File: src/rtl/timer_writer_pkg.sv
// Shared widths, limits and FSM encoding for the toaster timer host-side writer.
package toaster_pkg;
    localparam int TIME_W = 10;
    localparam int DC_W   = 8;
    localparam int DC_MAX = 200;

    typedef enum logic [1:0] {TW_IDLE, TW_REQ, TW_GAP, TW_ERR} tw_state_t;

    // Bits needed to hold the values 0..n-1.
    function automatic int cnt_w(input int n);
        return (n < 2) ? 1 : $clog2(n);
    endfunction
endpackage

File: src/rtl/timer_writer_if.sv
// Load interface between the writer (master) and the countdown timer (slave).
interface timer_writer_if;
    import toaster_pkg::*;

    logic              write;
    logic [TIME_W-1:0] Time;
    logic [DC_W-1:0]   DC;
    logic              write_ack;

    modport master (output write, Time, DC, input write_ack);
    modport slave  (input write, Time, DC, output write_ack);
endinterface

File: src/rtl/timer_writer_sat_updown.sv
// Saturating up/down register driven by one-cycle inc/dec pulses.
module sat_updown #(
    parameter int WIDTH = 10,
    parameter int MAX   = 599,
    parameter int STEP  = 10
) (
    input  logic             clk,
    input  logic             reset_n,
    input  logic             inc,
    input  logic             dec,
    output logic [WIDTH-1:0] value
);
    localparam logic [WIDTH-1:0] MAX_V  = WIDTH'(MAX);
    localparam logic [WIDTH-1:0] STEP_V = WIDTH'(STEP);
    localparam logic [WIDTH-1:0] HI_V   = WIDTH'(MAX - STEP);

    always_ff @(posedge clk or negedge reset_n) begin
        if (!reset_n) begin
            value <= '0;
        end else if (inc && !dec) begin
            value <= (value > HI_V) ? MAX_V : value + STEP_V;
        end else if (dec && !inc) begin
            value <= (value < STEP_V) ? '0 : value - STEP_V;
        end
    end
endmodule

File: src/rtl/timer_writer.sv
// Host-side writer: edits a set-point, snapshots it with a shade duty code on commit and
// holds a write request to the timer until ack, retrying on timeout.
module timer_writer
    import toaster_pkg::*;
#(
    parameter int MAX_SEC     = 599,
    parameter int STEP_SEC    = 10,
    parameter int DC_BASE     = 60,
    parameter int DC_STEP     = 20,
    parameter int ACK_TIMEOUT = 15,
    parameter int MAX_RETRY   = 3
) (
    input  logic              clk,
    input  logic              reset_n,
    input  logic              inc,
    input  logic              dec,
    input  logic [2:0]        shade,
    input  logic              commit,
    timer_writer_if.master    ld,
    output logic [TIME_W-1:0] set_sec,
    output logic              busy,
    output logic              done,
    output logic              err
);
    localparam int TMO_W = cnt_w(ACK_TIMEOUT);
    localparam int ATT_W = cnt_w(MAX_RETRY + 1);
    localparam logic [TMO_W-1:0] TMO_LAST = TMO_W'(ACK_TIMEOUT - 1);
    localparam logic [ATT_W-1:0] ATT_LAST = ATT_W'(MAX_RETRY);

    tw_state_t         state;
    logic [TMO_W-1:0]  tmo;
    logic [ATT_W-1:0]  attempt;
    logic [TIME_W-1:0] time_q;
    logic [DC_W-1:0]   dc_q;
    logic              write_q;
    logic [9:0]        dc_wide;
    logic [DC_W-1:0]   dc_next;

    sat_updown #(
        .WIDTH (TIME_W),
        .MAX   (MAX_SEC),
        .STEP  (STEP_SEC)
    ) u_setpoint (
        .clk     (clk),
        .reset_n (reset_n),
        .inc     (inc),
        .dec     (dec),
        .value   (set_sec)
    );

    // Wide enough that a retuned DC_BASE/DC_STEP overflows into the clamp, not past it.
    assign dc_wide = 10'(DC_BASE) + 10'(shade) * 10'(DC_STEP);
    assign dc_next = (dc_wide > 10'(DC_MAX)) ? DC_W'(DC_MAX) : dc_wide[DC_W-1:0];

    assign ld.write = write_q;
    assign ld.Time  = time_q;
    assign ld.DC    = dc_q;

    always_ff @(posedge clk or negedge reset_n) begin
        if (!reset_n) begin
            state   <= TW_IDLE;
            tmo     <= '0;
            attempt <= '0;
            time_q  <= '0;
            dc_q    <= '0;
            write_q <= 1'b0;
            busy    <= 1'b0;
            done    <= 1'b0;
            err     <= 1'b0;
        end else begin
            done <= 1'b0;
            case (state)
                TW_IDLE, TW_ERR: begin
                    if (commit) begin
                        time_q  <= set_sec;
                        dc_q    <= dc_next;
                        attempt <= ATT_W'(1);
                        tmo     <= '0;
                        write_q <= 1'b1;
                        busy    <= 1'b1;
                        err     <= 1'b0;
                        state   <= TW_REQ;
                    end
                end
                TW_REQ: begin
                    if (ld.write_ack) begin
                        write_q <= 1'b0;
                        busy    <= 1'b0;
                        done    <= 1'b1;
                        state   <= TW_IDLE;
                    end else if (tmo == TMO_LAST) begin
                        write_q <= 1'b0;
                        tmo     <= '0;
                        if (attempt == ATT_LAST) begin
                            busy  <= 1'b0;
                            err   <= 1'b1;
                            state <= TW_ERR;
                        end else begin
                            attempt <= attempt + ATT_W'(1);
                            state   <= TW_GAP;
                        end
                    end else begin
                        tmo <= tmo + TMO_W'(1);
                    end
                end
                TW_GAP: begin
                    tmo     <= '0;
                    write_q <= 1'b1;
                    state   <= TW_REQ;
                end
                default: state <= TW_IDLE;
            endcase
        end
    end
endmodule
File: src/flat_wrapper.sv
// flat-port wrapper written by rule: the top's interface ports become plain ports
module timer_writer_flat import toaster_pkg::*;
#(
    parameter int MAX_SEC     = 599,
    parameter int STEP_SEC    = 10,
    parameter int DC_BASE     = 60,
    parameter int DC_STEP     = 20,
    parameter int ACK_TIMEOUT = 15,
    parameter int MAX_RETRY   = 3
)
  (clk, reset_n, inc, dec, shade, commit, set_sec, busy, done, err, ld_write, ld_Time, ld_DC, ld_write_ack);
  timer_writer_if ld_i ();
  input  logic clk;
  input  logic reset_n;
  input  logic inc;
  input  logic dec;
  input  logic [2:0] shade;
  input  logic commit;
  output logic [TIME_W-1:0] set_sec;
  output logic busy;
  output logic done;
  output logic err;
  output wire logic [$bits(ld_i.write)-1:0] ld_write;
  output wire logic [$bits(ld_i.Time)-1:0] ld_Time;
  output wire logic [$bits(ld_i.DC)-1:0] ld_DC;
  input wire logic [$bits(ld_i.write_ack)-1:0] ld_write_ack;
  assign ld_write = ld_i.write;
  assign ld_Time = ld_i.Time;
  assign ld_DC = ld_i.DC;
  assign ld_i.write_ack = ld_write_ack;
  timer_writer #(.MAX_SEC(MAX_SEC), .STEP_SEC(STEP_SEC), .DC_BASE(DC_BASE), .DC_STEP(DC_STEP), .ACK_TIMEOUT(ACK_TIMEOUT), .MAX_RETRY(MAX_RETRY)) u_core (.clk(clk), .reset_n(reset_n), .inc(inc), .dec(dec), .shade(shade), .commit(commit), .ld(ld_i), .set_sec(set_sec), .busy(busy), .done(done), .err(err));
endmodule
File: config.mk
export PLATFORM = sky130hd
export DESIGN_NAME = timer_writer_flat
export DESIGN_NICKNAME = d
export VERILOG_FILES = /design/src/rtl/timer_writer_pkg.sv /design/src/rtl/timer_writer_if.sv /design/src/rtl/timer_writer_sat_updown.sv /design/src/rtl/timer_writer.sv /design/src/flat_wrapper.sv
export SDC_FILE = /design/constraint.sdc
export NUM_CORES = 1
export LEC_CHECK = 0
export CORE_UTILIZATION = 42
export CTS_BUF_LIST = sky130_fd_sc_hd__clkbuf_16
export DETAILED_ROUTE_END_ITERATION = 16
export GPL_TIMING_DRIVEN = 0
export PLACE_DENSITY = 0.76
export SLEW_MARGIN = 30
export SYNTH_ARGS = -nofsm -noshare
export SYNTH_HDL_FRONTEND = slang
export SYNTH_HIERARCHICAL = 1
export SYNTH_SLANG_ARGS = --single-unit
File: constraint.sdc
create_clock -name clk -period 2.84 [get_ports clk]
set_clock_uncertainty 0.1 [all_clocks]
set_input_delay 0.284 -clock clk [delete_from_list [all_inputs] [get_ports clk]]
set_output_delay 0.284 -clock clk [all_outputs]
set_load 0.03 [all_outputs]
## Yosys cells after proc, flatten, opt, wreduce, memory -nomap -nowiden

Index checks and enable logic that the tools add are counted.

- Bits in registers: 40
- Input port bits: 9
- Output and inout port bits: 32
- Logic and storage cells: 78

- Add/sub/neg operators: 5
- Multipliers: 1
- Order comparisons: 3
- Equal/unequal tests: 12
- Muxes and demuxes: 33
- Reduce and logical (&&, ||, !) cells: 14

Operators with widths:

| kind | number |
|---|---|
| 10-bit 2-to-1 mux | 4 |
| 1-bit 2-to-1 mux | 13 |
| 2-bit 2-to-1 mux | 6 |
| 4-bit 2-to-1 mux | 3 |
| 4-bit case mux with 3 select lines | 1 |
| 10-bit by 4-bit adder with 10-bit output, second input constant | 1 |
| 10-bit > comparator, second input constant | 1 |
| 10-bit by 8-bit > comparator with 1-bit output, second input constant | 1 |
| 10-bit by 4-bit less-than comparator with 1-bit output, second input constant | 1 |
| 5-bit AND reduction | 2 |
| 10-bit by 4-bit subtractor with 10-bit output, second input constant | 1 |
| 6-bit by 8-bit adder with 9-bit output, first input constant | 1 |
| 8-bit 2-to-1 mux | 1 |
| 2-bit equality test, second input constant | 3 |
| 3-bit by 3-bit multiplier with 6-bit output, second input constant | 1 |
| 2-bit inequality test, second input constant | 3 |
| 3-bit by 2-bit inequality test with 1-bit output, second input constant | 2 |
| 2-bit case mux with 3 select lines | 1 |
| 2-bit AND reduction | 3 |
| 4-bit by 1-bit adder with 4-bit output, second input constant | 1 |
| 4-bit equality test, second input constant | 1 |
| 2-bit by 1-bit inequality test with 1-bit output, second input constant | 2 |
| 1-bit case mux with 2 select lines | 2 |
| 2-bit case mux with 2 select lines | 1 |
| 9 further kinds | 12 |

## Longest topological paths before layout

Gate-level depths: netlist (run 1).

- Word-level depth: 5
- Depth in mapped cells: 8
- Depth with buffers taken out: 8

## By module

Netlist (run 1), hierarchy kept.

Modules (own cells, without submodules):

| module | instances | cells each | area each (sq um) | sequential area each (sq um) |
|---|---|---|---|---|
| timer_writer | 1 | 158 | 1455.1 | 700.7 |
| sat_updown | 1 | 118 | 944.7 | 250.2 |

## Least setup slack after synthesis (run 1)

Ideal clock, no wire load.

- Kind: input port to flip-flop
- Start: in shade[0]
- End: reg u_core.dc_q[3] (netlist: u_core/ld.DC[3])
- Library setup time: 0.124 ns
- Arrival: 1.937 ns
- Data required time: 2.616 ns
- Setup slack: 0.679 ns
- Stages on the path: 8
- Buffers on the path: 0
- Cells stage by stage: ha_1 -> and2_2 -> ha_1 -> o41ai_1 -> xor2_1 -> nor4b_1 -> a221oi_2 -> a211o_1

- Longest elaborated chain between the ends: 4

RTL lines:

| item | line | text |
|---|---|---|
| from (decl) | flat_wrapper.sv:17 | `input logic [2:0] shade;` |
| 3-bit by 3-bit multiplier with 6-bit output (*) | timer_writer.sv:52 | `assign dc_wide = 10'(DC_BASE) + 10'(shade) * 10'(DC_STEP);` |
| 6-bit by 8-bit adder with 9-bit output (*) | timer_writer.sv:52 |  |
| 10-bit by 8-bit > comparator with 1-bit output | timer_writer.sv:53 | `assign dc_next = (dc_wide > 10'(DC_MAX)) ? DC_W'(DC_MAX) : dc_wide[DC_W-1:0];` |
| 8-bit 2-to-1 mux (*) | timer_writer.sv:53 |  |
| to (signal assigned) | timer_writer.sv:76 | `dc_q <= dc_next;` |
| to (decl) | timer_writer.sv:34 | `logic [DC_W-1:0] dc_q;` |

Every way passes the cells marked *; elsewhere a longest branch is shown, timed or not.
A chain may end at the register's enable or synchronous reset.

## Worst setup path in the final report (run 1)

- Start: in shade[0]
- End: reg u_core.dc_q[2] (netlist: u_core/ld.DC[2])

Same word-level chain as after synthesis.

==> results of run 1 <==
## power by group
group	internal [µW]	leakage, µW	switching, µW
Sequential	781	0.000459	227
Clock	317	0.0000724	205
Combinational	774	0.000800	1190
## per-stage QoR
| step | setup WS, ns | total power [µW] | area [µm²] | instances | utilization |
|---|---|---|---|---|---|
| 3_3_place_gp | -0.0594 | 2920 | 2870 | 387 | 0.522 |
| 2_1_floorplan | 0.679 | 2270 | 2400 | 277 | - |
| 6_report | 0.200 | 3490 | 3040 | 397 | 0.553 |
| 4_1_cts | 0.178 | 3500 | 3040 | 397 | 0.551 |
| 3_5_place_dp | -0.114 | 2970 | 2890 | 388 | 0.525 |
| 5_1_grt | 0.0738 | 3720 | 3040 | 397 | 0.553 |
## final cells by class
| class | count | area share |
|---|---|---|
| clock inverter | 3 | 0.00411 |
| clock buffer | 5 | 0.0411 |
| multi-input combinational | 207 | 0.434 |
| inverter | 17 | 0.0210 |
| timing repair buffer | 40 | 0.133 |
| buffer | 15 | 0.0243 |
| sequential | 38 | 0.312 |
| tap | 72 | 0.0296 |
## timing repair
action | CTS | global route
gates resized for setup | 0 | 1
hold buffers | 1 | 0
endpoints found under the setup margin | 0 | 1
endpoints found under the hold margin | 9 | 0
## how the worst max path moves through the flow
stage,from,to,slack [ns],depth (start not counted)
global route,shade[0],u_core/ld.DC[5],0.07,9
floorplan,shade[0],u_core/ld.DC[3],0.68,8
finish,shade[0],u_core/ld.DC[2],0.20,9
CTS,shade[0],u_core/ld.DC[3],0.18,9
detailed placement,shade[0],u_core/ld.DC[3],-0.11,9
global placement,shade[0],u_core/ld.DC[3],-0.06,9
## flip-flops by register name (all words and copies together), names as in the netlist
register                 count
u_core/tmo                   4
u_core/attempt               2
u_core/ld.DC                 6
u_core/u_setpoint/value     10
u_core/done                  1
u_core/err                   1
u_core/state                 2
u_core/busy                  1
u_core/ld.write              1
u_core/ld.Time              10
## critical path, delay by kind of cell
family,cells,cell delay [ns]
compound gates,4,0.91
xor+xnor,1,0.19
fa+ha+maj,2,0.55
buf+inv,1,0.56
simple gates,1,0.18
## per-layer routing
layer	vias to the layer above	GRT usage
met3	6	0.0482
met2	70	0.337
met5	-	0
li1	1078	-
met1	1087	0.230
met4	0	0.0623
## cell usage in the layout, fill, tap and decap left out, types with 3 or more instances in the layout
master            n
clkbuf_1          5
buf_4             3
nand4_1           3
xor2_1            4
buf_2             6
inv_1            18
and2_1            4
a22o_1            3
a31oi_1           5
nand3_1           9
o31ai_1           4
nand2_1          52
a21oi_1           9
o21ai_0           9
clkdlybuf4s50_1  37
clkbuf_16         5
or3_1             3
o211ai_1          4
nor2b_1           3
a211oi_1          3
dfrtp_1          38
ha_1             12
nor2_1           26
## logic make-up after synthesis
family	count (synthesis)	share of synthesized area
simple gates	115	0.228
compound gates	69	0.216
flops	38	0.396
buf+inv	32	0.0574
fa+ha+maj	12	0.0626
xor+xnor	7	0.0287
mux	2	0.00886
other cells	1	0.00156
==> impl_results.md, run 1 <==
- Startpoint Class: input port
- Avg Cell Area, Syn: between 8 and 9 µm²
- WL met2: roughly 2700 µm
- Multi-input gate area: 0.00132 mm²
- Iteration-0 DRC Markers: 140
- IO Port Bufs: 38
- Post-synth top area share: 0.396
- Clk pin slew, worst setup/hold paths: about 0.06 ns
- Slew @ Worst Pin: a little under 0.6 ns
- Synthesis-stage register bit count: 38
- Max_cap viols: 0
- Total track usage: 0.193
- Post-synth ARST share: 1.00
- Num ports: roughly 40
- DR WL/cell: between 10 and 15 µm
- WP data arrival: about 2.7 ns
- Peak supply drop: a little over 0.5 mV
- Core area: about 0.0055 mm²
- Nets: about 350
- Vias: 2241
- WL final: 5450 µm
- Setup Buffers After CTS: 0
- CP max-delay cell: clkdlybuf4s50_1
- CP Max Fanout: 8
- Post-synth EDFFs: 0
- Max frequency: 379 MHz
- Grt ovf: 0
- Syn-to-layout area delta: 26.8%
- CTS H-tree depth: 2
- R2R Path End: u_core/ld.Time[6]
- Cell Rows: 27
- Clock root buffer master: clkbuf_16
- Unrepaired setup endpoints after global routing: no
- Min Tclk post-route: 2.64 ns
- Crit path largest cell delay: 0.56 ns
- Setup TNS: 0 ns
- Hold Slack: roughly 0.30 ns
- Main synth FF type: dfrtp_1
- Reg area: roughly 950 µm²
- Syn Inst Count: 276
- M1 WL: 2370 µm
- Most frequent cell after synthesis: nand2_1
- HPWL Detailed: just over 4000 µm
- Antenna cells: 0
- Distinct cells, synth: 64
- Initial Utilization: 0.436
- Area leader, netlist: dfrtp_1
- HP Class: input port to async pin
- Max Transition Viols Final: 0
- Leakage power: 0.00133 µW
- CTS Buf Count: 5
- Status: finished clean
- Pwr/cell area: 1150 mW/mm²
- Register-to-register setup slack: between 0.8 and 0.9 ns
- Pin count of the biggest net entering global routing: 30
- CTS tree: built
- Ranking of synthesized cells by area: dfrtp_1 (40%), nand2_1 (8.1%), ha_1 (6.3%)
- # DRC: 0
- WS Path Type: input port to flop
- CP Capture Type: flop
- Synth Warn #: 6
- Max Used Layer: met4
- Most frequent cell on the critical path: ha_1
- GP Congestion: a little under 0.9
- FF-to-FF path depth: 6
- Via/cell ratio: between 5 and 6
- Post-synth top cells: nand2_1 (52), dfrtp_1 (38), nor2_1 (26), inv_1 (17), ha_1 (12)
- Tcrit/Tclk final: 0.930
- Hold Vio Cnt, Final: 0
- Clk sinks: 38
- Wire length on met3: between 200 and 300 µm
- Crit-path cells: clkdlybuf4s50_1 -> ha_1 -> and2_2 -> ha_1 -> o41ai_1 -> xor2_1 -> a2111o_1 -> a221oi_2 -> a211oi_1
- Antenna violations before repair: 0
- Layout cells sized above 1: 0.0831
- Chip Width: around 78 µm
- First-pass GRT wire length: 9270 µm
- Vias in the first global route: between 2k and 2.5k
- CTS Buffer Depth: 2
- ANT nets after route: 0
- Chip height: a little under 80 µm
- Die area: 0.00602 mm²
- 1st-pass router iterations: 4
- Relative max-transition margin: 0.606
- Sequential area share after synthesis: 0.396
- # fillers: roughly 490
- Mapped Area: between 0.002 and 0.0025 mm²
- Reg2Reg Launch Point: u_core/state[0]
- Final setup fails: 0
- Worst-skew pair later-pin latency: 0.28 ns
- CP required: roughly 2.9 ns
Power figures use the tool's default switching activity.
==> run 2, diff against run 1 <==
GPL_ROUTABILITY_DRIVEN = 1   (was not set)
==> results of run 2 <==
Final layout, timing and power as in run 1 (identical DEF).
==> run 3, diff against run 2 <==
SYNTH_HIERARCHICAL = not set   (was 1)
==> impl_results.md, run 3 <==
- Status: finished clean
- Synth Warn #: 0
- Vias in the first global route: 1965
- CP Capture Point: u_core.ld.DC[3]
- Vias: 2122
- Setup TNS: 0 ns
- Grt ovf: 0
- Commonest non-fill, non-tap cell in the layout: dfrtp_1
- Setup Buffers After CTS: 0
- Ranking of synthesized cells by area: dfrtp_1 (41%), ha_1 (7.0%), nor2_1 (4.2%)
- Sequential area share after synthesis: 0.407
- Startpoint Class: input port
- Register-to-register setup slack: between 0.7 and 0.8 ns
- CP Capture Type: flop
- Tcrit/Tclk final: 0.894
- Worst-skew pair later-pin latency: about 0.28 ns
- Placed inst area: 0.00283 mm²
- Leakage power: about 0.0013 µW
- Die area: just under 0.006 mm²
- Iteration-0 DRC Markers: a little under 80
- R2R Path End: u_core.tmo[3]
- CP Max Fanout: 9
- Pwr/cell area: approximately 1100 mW/mm²
- # DRC: 0
- Xor-xnor portion of the synthesized cell area: 0.0150
- Nets: ~330
- # fillers: roughly 460
- Initial Utilization: 0.446
- Reg2Reg Launch Point: u_core.state[0]
- Avg Cell Area, Syn: 9.17 µm²
- Relative max-transition margin: 0.661
- HP Class: flop to flop
- Final setup fails: 0
- Multiplexer share of the synthesized area: 0.0423
- Most frequent cell after synthesis: dfrtp_1
- Max frequency: roughly 390 MHz
- GP Congestion: 0.869
- CTS tree: built
- Antenna cells: 0
- Post-synth top area share: 0.407
- HPWL Detailed: 3810 µm
- Syn Inst Count: 255
- Largest family of logic cells by synthesized area: compound AO/OA/AOI/OAI gates
- Post-synth EDFFs: 0
- Pin count of the biggest net entering global routing: 21
- Clk sinks: 38
- Crit path launch: shade[0]
- Distinct cells, synth: 58
- FF-to-FF path depth: 8
- ANT nets after route: 0
- Num ports: 41
- First-pass GRT wire length: 9110 µm
- Min Tclk post-route: about 2.5 ns
- Most frequent cells in the layout: dfrtp_1 (38), clkdlybuf4s50_1 (37), nor2_1 (26)
- Core area: around 0.0052 mm²
- Slew @ Worst Pin: roughly 0.51 ns
- DR WL/cell: between 10 and 15 µm
- Clock root buffer master: clkbuf_16
- CTS H-tree depth: 2
- Area leader, netlist: dfrtp_1
- WL final: ~5300 µm
- Multi-input gate area: approximately 0.0012 mm²
- Hold Vio Cnt, Final: 0
- Design area: 0.00303 mm²
- Setup WS post-layout: between 0.3 and 0.4 ns
- Via/cell ratio: ~5.7
- Peak supply drop: 0.589 mV
- Mapped Area: about 0.0023 mm²
- Cell Rows: 26
- WS Path Type: input port to flop
- Antenna violations before repair: 0
- CP required: 2.90 ns
- Main synth FF type: dfrtp_1
- Compound-gate portion of the synthesized area: 0.230
- Simple-gate share of the synthesized area: 0.170
- Max_cap viols: 0
- Reg area: ~950 µm²
- Post-synth top cells: dfrtp_1 (38), nor2_1 (26), a21oi_1 (19), o21ai_0 (17)
- Chip Width: roughly 77 µm
- Adder-cell share of the synthesized area: 0.0696
- IO Port Bufs: 38
- Syn-to-layout area delta: 29.7%
- Synthesis-stage register bit count: 38
- Post-synth ARST share: 1.00
- Layout cells sized above 1: 0.109
- CTS Buffer Depth: 2
- Clk pin slew, worst setup/hold paths: around 0.060 ns
- Unrepaired setup endpoints after global routing: no
- Chip height: roughly 77 µm
- WP data arrival: roughly 2.6 ns
- Setup WS pre-CTS: 0.0161 ns
- CTS Buf Count: 5
- Total track usage: 0.193
- 1st-pass router iterations: 4
- Max Transition Viols Final: 0
run 3: layout make-up:
type                    count  share of cell area
multi-input cells         186               0.409
flip-flops and latches     38               0.314
repair buffers             40               0.136
clock buffers               5              0.0413
plain buffers              17              0.0314
well taps                  70              0.0289
clock inverters             3              0.0211
inverters                  15              0.0186
run 3: worst max-delay path: stages:
cell             delay (ns)
clkdlybuf4s50_1        0.57
ha_1                   0.47
or3b_1                 0.39
a21oi_2                0.16
o211ai_1               0.11
a22o_1                 0.27
a221o_1                0.33
run 3: timing repair:
action	in CTS	in global routing
endpoints found under the hold margin	18	0
hold buffers	1	0
resized for setup	0	0
endpoints found under the setup margin	0	0
run 3: how the worst min path moves through the flow:
| stage | slack, ns | endpoint | depth (start not counted) | from |
|---|---|---|---|---|
| 2_1_floorplan | -0.11 | u_core.attempt[0] | 0 | reset_n |
| 3_3_place_gp | 0.37 | u_core.ld.Time[9] | 2 | u_core.ld.Time[9] |
| 3_5_place_dp | 0.17 | u_core.state[0] | 1 | reset_n |
| 4_1_cts | 0.38 | u_core.ld.Time[9] | 2 | u_core.ld.Time[9] |
| 5_1_grt | 0.42 | u_core.ld.DC[6] | 1 | u_core.ld.DC[6] |
| 6_report | 0.37 | u_core.ld.Time[9] | 2 | u_core.ld.Time[9] |
run 3: layer usage:
metal / vias to the layer above / wire [µm] / GRT usage
li1: 1010 / - / -
met1: 1021 / 2490 / 0.254
met2: 77 / 2420 / 0.308
met3: 14 / 287 / 0.0371
met4: 0 / 107 / 0.0846
met5: - / 0 / 0
run 3: cells by family (layout without fill, tap and decap cells):
group | count (synthesis) | after routing
multiplexers | 9 | 9
adder cells (fa/ha/maj) | 13 | 13
AND/OR/NAND/NOR | 81 | 81
AO/OA/AOI/OAI | 77 | 77
flip-flops | 38 | 38
buffers and inverters | 32 | 80
XOR/XNOR | 4 | 4
other | 1 | 2
run 3: through the flow:
step                      hold slack (ns)  power [µW]  std cells  utilization
after floorplan                    -0.112        2100        256            -
after global placement              0.369        2670        364        0.536
after detailed placement            0.171        2720        365        0.541
after CTS                           0.384        3450        374        0.579
after global routing                0.417        3650        374        0.579
final                               0.374        3440        374        0.579
run 3: power breakdown:
group | internal [µW] | switching (µW) | leakage, µW
registers | 768 | 175 | 0.000471
logic | 735 | 1050 | 0.000764
clock network | 500 | 216 | 0.0000915
total | 2000 | 1440 | 0.00133
